$ cat src/rtl/bcd_pkg.sv
// Shared BCD conversion definitions: FSM states, digit constants and width helper.
// Used by both the BCD-to-binary and the display-side binary-to-BCD stages.
package bcd_pkg;

  typedef enum logic [1:0] {
    IDLE   = 2'd0,
    SHIFT  = 2'd1,
    FINISH = 2'd2
  } bcd_state_e;

  localparam int unsigned BCD_DIGIT_MAX  = 9;
  localparam int unsigned BCD_ADJ_THRESH = 8;
  localparam int unsigned BCD_ADJ        = 3;

  // Smallest binary width able to hold 10^digits - 1.
  function automatic int unsigned bcd_min_width(input int unsigned digits);
    longint unsigned max_val;
    int unsigned     w;
    max_val = 64'd1;
    for (int unsigned i = 0; i < digits; i++) begin
      max_val = max_val * 64'd10;
    end
    max_val = max_val - 64'd1;
    w = 0;
    while ((64'd1 << w) <= max_val) begin
      w++;
    end
    return w;
  endfunction

endpackage

$ cat src/rtl/bcd_digit_adjust.sv
// Per-digit correction for reverse double-dabble: digits of 8 or more drop by 3.
module bcd_digit_adjust
  import bcd_pkg::*;
(
  input  logic [3:0] i_digit,
  output logic [3:0] o_digit_c
);

  assign o_digit_c = (i_digit >= 4'(BCD_ADJ_THRESH)) ? i_digit - 4'(BCD_ADJ) : i_digit;

endmodule

$ cat src/rtl/bcd_to_binary.sv
// Iterative packed-BCD to unsigned binary converter, one result bit per clock,
// with a start/busy/done handshake and invalid-digit detection.
module bcd_to_binary
  import bcd_pkg::*;
#(
  parameter int unsigned DIGITS = 3,
  parameter int unsigned WIDTH  = 10
) (
  input  logic                  clk,
  input  logic                  rst_n,
  input  logic                  start,
  input  logic [4*DIGITS-1:0]   bcd,
  output logic [WIDTH-1:0]      binary,
  output logic                  busy,
  output logic                  done,
  output logic                  error
);

  localparam int unsigned BCD_W = 4 * DIGITS;
  localparam int unsigned CNT_W = $clog2(WIDTH + 1);

  bcd_state_e         r_state;
  logic [BCD_W-1:0]   r_digits;
  logic [WIDTH-1:0]   r_acc;
  logic [CNT_W-1:0]   r_cnt;

  bcd_state_e         w_state_nxt;
  logic [BCD_W-1:0]   w_digits_nxt;
  logic [WIDTH-1:0]   w_acc_nxt;
  logic [CNT_W-1:0]   w_cnt_nxt;
  logic [WIDTH-1:0]   w_binary_nxt;
  logic               w_busy_nxt;
  logic               w_done_nxt;
  logic               w_error_nxt;

  logic [BCD_W+WIDTH-1:0] w_shifted;
  logic [BCD_W-1:0]       w_shift_digits;
  logic [WIDTH-1:0]       w_shift_acc;
  logic [BCD_W-1:0]       w_adj_digits;
  logic [DIGITS-1:0]      w_bad;
  logic                   w_any_bad;

  // Digits and accumulator shift as one long register; the lowest digit feeds the accumulator MSB.
  assign w_shifted      = {r_digits, r_acc} >> 1;
  assign w_shift_digits = w_shifted[BCD_W+WIDTH-1:WIDTH];
  assign w_shift_acc    = w_shifted[WIDTH-1:0];

  for (genvar d = 0; d < DIGITS; d++) begin : g_digit
    bcd_digit_adjust u_adj (
      .i_digit   (w_shift_digits[4*d +: 4]),
      .o_digit_c (w_adj_digits[4*d +: 4])
    );
    assign w_bad[d] = (bcd[4*d +: 4] > 4'(BCD_DIGIT_MAX));
  end

  assign w_any_bad = |w_bad;

  // State and datapath registers.
  always_ff @(posedge clk or negedge rst_n) begin
    if (!rst_n) begin
      r_state  <= IDLE;
      r_digits <= '0;
      r_acc    <= '0;
      r_cnt    <= '0;
      binary   <= '0;
      busy     <= 1'b0;
      done     <= 1'b0;
      error    <= 1'b0;
    end else begin
      r_state  <= w_state_nxt;
      r_digits <= w_digits_nxt;
      r_acc    <= w_acc_nxt;
      r_cnt    <= w_cnt_nxt;
      binary   <= w_binary_nxt;
      busy     <= w_busy_nxt;
      done     <= w_done_nxt;
      error    <= w_error_nxt;
    end
  end

  // Next-state and next-output logic; FINISH accepts start like IDLE for back-to-back use.
  always_comb begin
    w_state_nxt  = r_state;
    w_digits_nxt = r_digits;
    w_acc_nxt    = r_acc;
    w_cnt_nxt    = r_cnt;
    w_binary_nxt = binary;
    w_busy_nxt   = busy;
    w_done_nxt   = 1'b0;
    w_error_nxt  = error;

    case (r_state)
      IDLE, FINISH: begin
        if (r_state == FINISH) begin
          w_state_nxt = IDLE;
        end
        if (start) begin
          w_digits_nxt = bcd;
          w_acc_nxt    = '0;
          w_cnt_nxt    = '0;
          if (w_any_bad) begin
            w_error_nxt  = 1'b1;
            w_binary_nxt = '0;
            w_done_nxt   = 1'b1;
            w_busy_nxt   = 1'b0;
            w_state_nxt  = FINISH;
          end else begin
            w_error_nxt  = 1'b0;
            w_busy_nxt   = 1'b1;
            w_state_nxt  = SHIFT;
          end
        end
      end

      SHIFT: begin
        w_digits_nxt = w_adj_digits;
        w_acc_nxt    = w_shift_acc;
        w_cnt_nxt    = r_cnt + CNT_W'(1);
        if (r_cnt == CNT_W'(WIDTH - 1)) begin
          w_binary_nxt = w_shift_acc;
          w_error_nxt  = 1'b0;
          w_busy_nxt   = 1'b0;
          w_done_nxt   = 1'b1;
          w_state_nxt  = FINISH;
        end
      end

      default: begin
        w_state_nxt = IDLE;
        w_busy_nxt  = 1'b0;
      end
    endcase
  end

endmodule

$ cat config.mk
export PLATFORM = sky130hd
export DESIGN_NAME = bcd_to_binary
export DESIGN_NICKNAME = d
export VERILOG_FILES = /design/src/rtl/bcd_pkg.sv /design/src/rtl/bcd_digit_adjust.sv /design/src/rtl/bcd_to_binary.sv
export SDC_FILE = /design/constraint.sdc
export NUM_CORES = 1
export LEC_CHECK = 0
export ABC_AREA = 1
export BUFFER_PORTS_ARGS = -buffer_cell sky130_fd_sc_hd__buf_2
export CORE_MARGIN = 8
export CORE_UTILIZATION = 51
export CTS_BUF_LIST = sky130_fd_sc_hd__clkbuf_16
export CTS_CLUSTER_DIAMETER = 40
export DETAILED_ROUTE_END_ITERATION = 12
export MAX_ROUTING_LAYER = met4
export PLACE_DENSITY = 0.75
export SLEW_MARGIN = 5
export SYNTH_ARGS = -nofsm -noshare
export SYNTH_HDL_FRONTEND = slang
export SYNTH_HIERARCHICAL = 1
export SYNTH_SLANG_ARGS = --single-unit
$ cat constraint.sdc
create_clock -name clk -period 1.3 [get_ports clk]
set_clock_uncertainty 0.2 [all_clocks]
set_input_delay 0.39 -clock clk [delete_from_list [all_inputs] [get_ports clk]]
set_output_delay 0.39 -clock clk [all_outputs]
set_load 0.005 [all_outputs]
# After elaboration in Yosys (flattened, before gate mapping)
# Cells that the tools add are included.
# Widths: inputs -> output; s select.
# classes
mux	28
order_cmp	6
reduce_logical	9
n_addsub	4
n_eq_ne	7
# ops
cell	n
$mux 10	4
$pmux 10 s2	2
$pmux 12 s2	1
$mux 4	4
$gt 4x4->1 const B	3
$mux 12	1
$ge 4x4->1 const B	2
$mux 2	4
$pmux 4 s2	1
$sub 4x2->4 const B	2
$mux 1	7
$ne 2x2->1 const B	3
$pmux 1 s2	3
$reduce_and 2->1	3
$add 4x1->4 const B	1
$eq 4x4->1 const B	1
$ge 3x4->1 const B	1
$pmux 2 s2	1
$reduce_and 4->1	1
$sub 3x2->4 const B	1
$ne 3x3->1 const B	1
$reduce_and 3->1	1
$reduce_or 3->1	1
$eq 2x1->1 const B	1
other kinds (4)	4
# word_totals
input_bits	15
ff_bits	41

# Longest topological paths before layout
# depth
depth_word	5
ltp_mapped	8
mapped_depth_nobuf	8

# Modules after synthesis
# The synthesis kept the hierarchy.
# modules_own_cells
mod	seq_area_each_um2	instances	area_each_um2	cells_per_inst
bcd_to_binary	1001.0	1	1701.6	183
bcd_digit_adjust	0.0	3	88.8	16

# Worst setup path before layout
# OpenSTA, ideal clock, no wires.
# synth_path
path_type	reg2reg
start	reg r_cnt[1]
end	reg binary[0]
setup_time_ps	117
path_slack_ps	-112
required_ps	983
arrival_ps	1095
path_stages_with_launch	9
cell_sequence	dfrtp_1 inv_1 ha_1 nand2_1 nor2_1 nand2_1 buf_4 nand3_1 nand2_1
# synth_between
elab_chain_len	3
# synth_rtl
item	line_no	source
start, declared	bcd_to_binary.sv:25	logic [CNT_W-1:0] r_cnt;
start signal, assigned	bcd_to_binary.sv:73	r_cnt <= w_cnt_nxt;
$eq 4x4->1	bcd_to_binary.sv:119	if (r_cnt == CNT_W'(WIDTH - 1)) begin
$ne 2x2->1 (no line)	-	
$reduce_and 4->1 (no line)	-	
end signal, assigned	bcd_to_binary.sv:74	binary <= w_binary_nxt;
end, declared	bcd_to_binary.sv:13	output logic [WIDTH-1:0] binary,
# No other way between the ends.
# A chain may end at the register's enable or synchronous reset.

# Final worst setup path
# layout_path
start	reg r_cnt[1]
end	reg binary[1]
# Same word-level chain as after synthesis.

==> flow_metrics.env <==
export IMPL_synth_top_area_share=0.509
export IMPL_num_vias=1822
export IMPL_nets=329
export IMPL_drt_iter0_drc=159
export IMPL_die_h_um=78.1
export IMPL_rows=22
export IMPL_hp_start="bcd[11]"
export IMPL_synth_area_leaders="dfrtp_1, nand2_1, nand3_1"
export IMPL_path_cells="inv_2 > ha_4 > nand2_4 > nor2_4 > nand2_2 > buf_6 > nand3_2 > nand2_1"
export IMPL_setup_violations=51
export IMPL_drt_total_wl_um=5220
export IMPL_top_layer="met4"
export IMPL_end_kind="flop"
export IMPL_start_util=0.534
export IMPL_worstPathArrival_ns=1.42
export IMPL_maxCapViolations=0
export IMPL_path_clk_slew_ns=0.06
export IMPL_drc=0
export IMPL_firstDrtPassIters=4
export IMPL_max_vdd_ir_drop_mv=1.06
export IMPL_hold_viol=0
export IMPL_post_place_ws_ns=-0.271
export IMPL_insertion_delay_ns=0.28
export IMPL_clockBufferDepth=2
export IMPL_cts_tree="yes"
export IMPL_period_share=1.12
export IMPL_grt_max_degree=41
export IMPL_finalSetupTns_ns=-3.26
export IMPL_outcome="finished with violations"
export IMPL_violations="setup timing"
export IMPL_rr_endpoint="binary[1]"
export IMPL_ant_nets=0
export IMPL_crit_path_start_kind="flop"
export IMPL_track_usage=0.165
export IMPL_dieWidth_um=78.1
export IMPL_coreArea_um2=3690
export IMPL_cp_top_family="flip-flops"
export IMPL_rr_startpoint="r_cnt[1]"
export IMPL_seq_area_um2=1000
export IMPL_endpoint="binary[1]"
export IMPL_critPathKind="reg -> reg"
export IMPL_route_met3_wl_um=228
export IMPL_synth_avg_cell_area_um2=8.52
export IMPL_path_buf_inv=2
export IMPL_syn_to_final_growth_pct=43.0
export IMPL_yosysTopAreaCell="dfrtp_1"
export IMPL_worstPathMaxFanout=7
export IMPL_syn_area_um2=1970
export IMPL_reg2regPathDepth=8
export IMPL_r2r_slack_ns=-0.16
export IMPL_cts_root_buf="clkbuf_16"
export IMPL_synth_seq_cells=40
export IMPL_antenna_found_initial=0
export IMPL_grt_overflow_total=0
export IMPL_drive_gt1_frac=0.368
export IMPL_drv_slew=0
export IMPL_die_area_um2=6100
export IMPL_hold_class="in -> reg"
export IMPL_rsz0062_at_grt="true"
export IMPL_io_buffers=27
export IMPL_crit_cells=8
export IMPL_min_period_ns=1.46
export IMPL_post_route_cell_area_um2=2820
export IMPL_cts_buffers=5
export IMPL_ys_warn_count=6
export IMPL_synth_cell_types=21
export IMPL_cp_required_ns=1.26
export IMPL_cts_max_level=2
export IMPL_io_pins=28
export IMPL_routedWlPerCell_um=14.7
export IMPL_dpl_cell_area_um2=2330
export IMPL_p_leak_nw=1.49
export IMPL_cp_slowest_cell="dfrtp_1"
export IMPL_fillCellCount=232
export IMPL_powerDensity_nw_per_um2=1810
export IMPL_dr_wl_met2_um=2630
export IMPL_syn_inst=231
export IMPL_multi_input_area_um2=946
export IMPL_drt_met1_wl_um=2170
export IMPL_ys_seq_area_frac=0.509
export IMPL_viasPerCell=5.13
export IMPL_antenna_cells=0
export IMPL_grt_pass1_vias=1699
export IMPL_grt_pass1_wl_um=7870
export IMPL_worst_slack_ns=-0.160
export IMPL_cts_sinks=40
export IMPL_dp_hpwl_um=3020
export IMPL_cpPeakStageDelay_ns=0.38
export IMPL_setup_worst_path_start="r_cnt[1]"
export IMPL_timing_fmax_mhz=685
export IMPL_place_congestion=0.826
==> power by group <==
group	total, W	leakage (nW)	internal (W)	switching, W
clock	0.00140	0.0814	0.000902	0.000494
sequential	0.00183	0.523	0.00153	0.000303
combinational	0.00187	0.883	0.000874	0.000999
total	0.00510	1.49	0.00330	0.00180
==> worst min-delay path by stage <==
| stage | end | cells past startpoint |
|---|---|---|
| after floorplan | binary[0] | 0 |
| after global placement | binary[7] | 2 |
| after detailed placement | binary[6] | 2 |
| after CTS | r_digits[11] | 3 |
| after global routing | r_digits[10] | 3 |
| final | r_digits[11] | 3 |
==> cell type report <==
class                      instances  area share
clock buffer                       5      0.0444
clock inverter                     3      0.0151
inverter                          29      0.0440
multi-input combinational        158       0.336
sequential                        40       0.356
tap                               48      0.0213
timing repair buffer              72       0.183
==> through the flow <==
step,instances,util,hold slack (ns),power [W]
final,355,0.763,0.148,0.00510
after global routing,355,0.763,0.158,0.00541
after CTS,351,0.731,0.147,0.00488
after detailed placement,329,0.633,0.175,0.00325
after global placement,329,0.633,0.173,0.00320
after floorplan,236,-,-0.106,0.00272
==> Yosys cell counts (all sizes together) <==
master	instances
a21boi	3
a21oi	6
nand2	65
ha	8
o22ai	10
xnor2	1
o21ai	14
inv	29
dfrtp	40
nand3	35
nor2	7
xor2	3
buf	9
conb	1
==> tightest hold or removal path: cells and delay by family <==
family / cells / cell delay [ns]
AND/OR/NAND/NOR: 2 / 0.12
buffers and inverters: 1 / 0.08
==> logic make-up (layout without fill, tap and decap cells) <==
family / Yosys count / count (layout) / share of synthesized area
fa+ha+maj: 8 / 8 / 0.0509
other cells: 1 / 6 / 0.00191
buf+inv: 38 / 109 / 0.0884
flops: 40 / 40 / 0.509
xor+xnor: 4 / 4 / 0.0178
compound gates: 33 / 33 / 0.0941
simple gates: 107 / 107 / 0.238
==> cell usage in the layout (no fill, tap or decap), types with 2 or more instances in the layout <==
cell type,synthesis,routed
nand2_2,3,4
nor2_4,0,2
clkbuf_16,0,5
nand2_4,0,3
nor2_1,6,4
o22ai_1,10,9
inv_1,26,22
conb_1,1,6
buf_2,5,27
inv_4,1,3
buf_4,2,37
dfrtp_2,0,2
a21boi_1,3,3
dfrtp_1,40,38
a21oi_1,6,6
ha_2,0,2
buf_6,2,5
ha_1,8,5
o21ai_0,13,5
nand3_2,0,10
nand2_1,62,57
xor2_1,3,3
nand3_1,35,25
inv_2,2,3
o21ai_1,1,8
==> sequential cells by signal, indices dropped and copies added (netlist names) <==
name	cells
binary	10
busy	1
done	1
error	1
r_acc	9
r_cnt	4
r_digits	12
r_state	2
==> layer usage <==
metal / up-vias / track usage
met2: 45 / 0.261
met4: 0 / 0.0722
met3: 17 / 0.0490
met1: 874 / 0.189
li1: 886 / -
met5: - / -
==> repair_timing <==
item                                    in CTS  in global routing
resized for setup                           29                 29
buffers inserted                            11                  4
hold buffers                                 1                  0
pin swaps                                   11                 18
endpoints found under the hold margin       40                  0
endpoints found under the setup margin      52                 53
cloned                                       2                  0
Note: power is estimated with default switching activity, not from simulation.
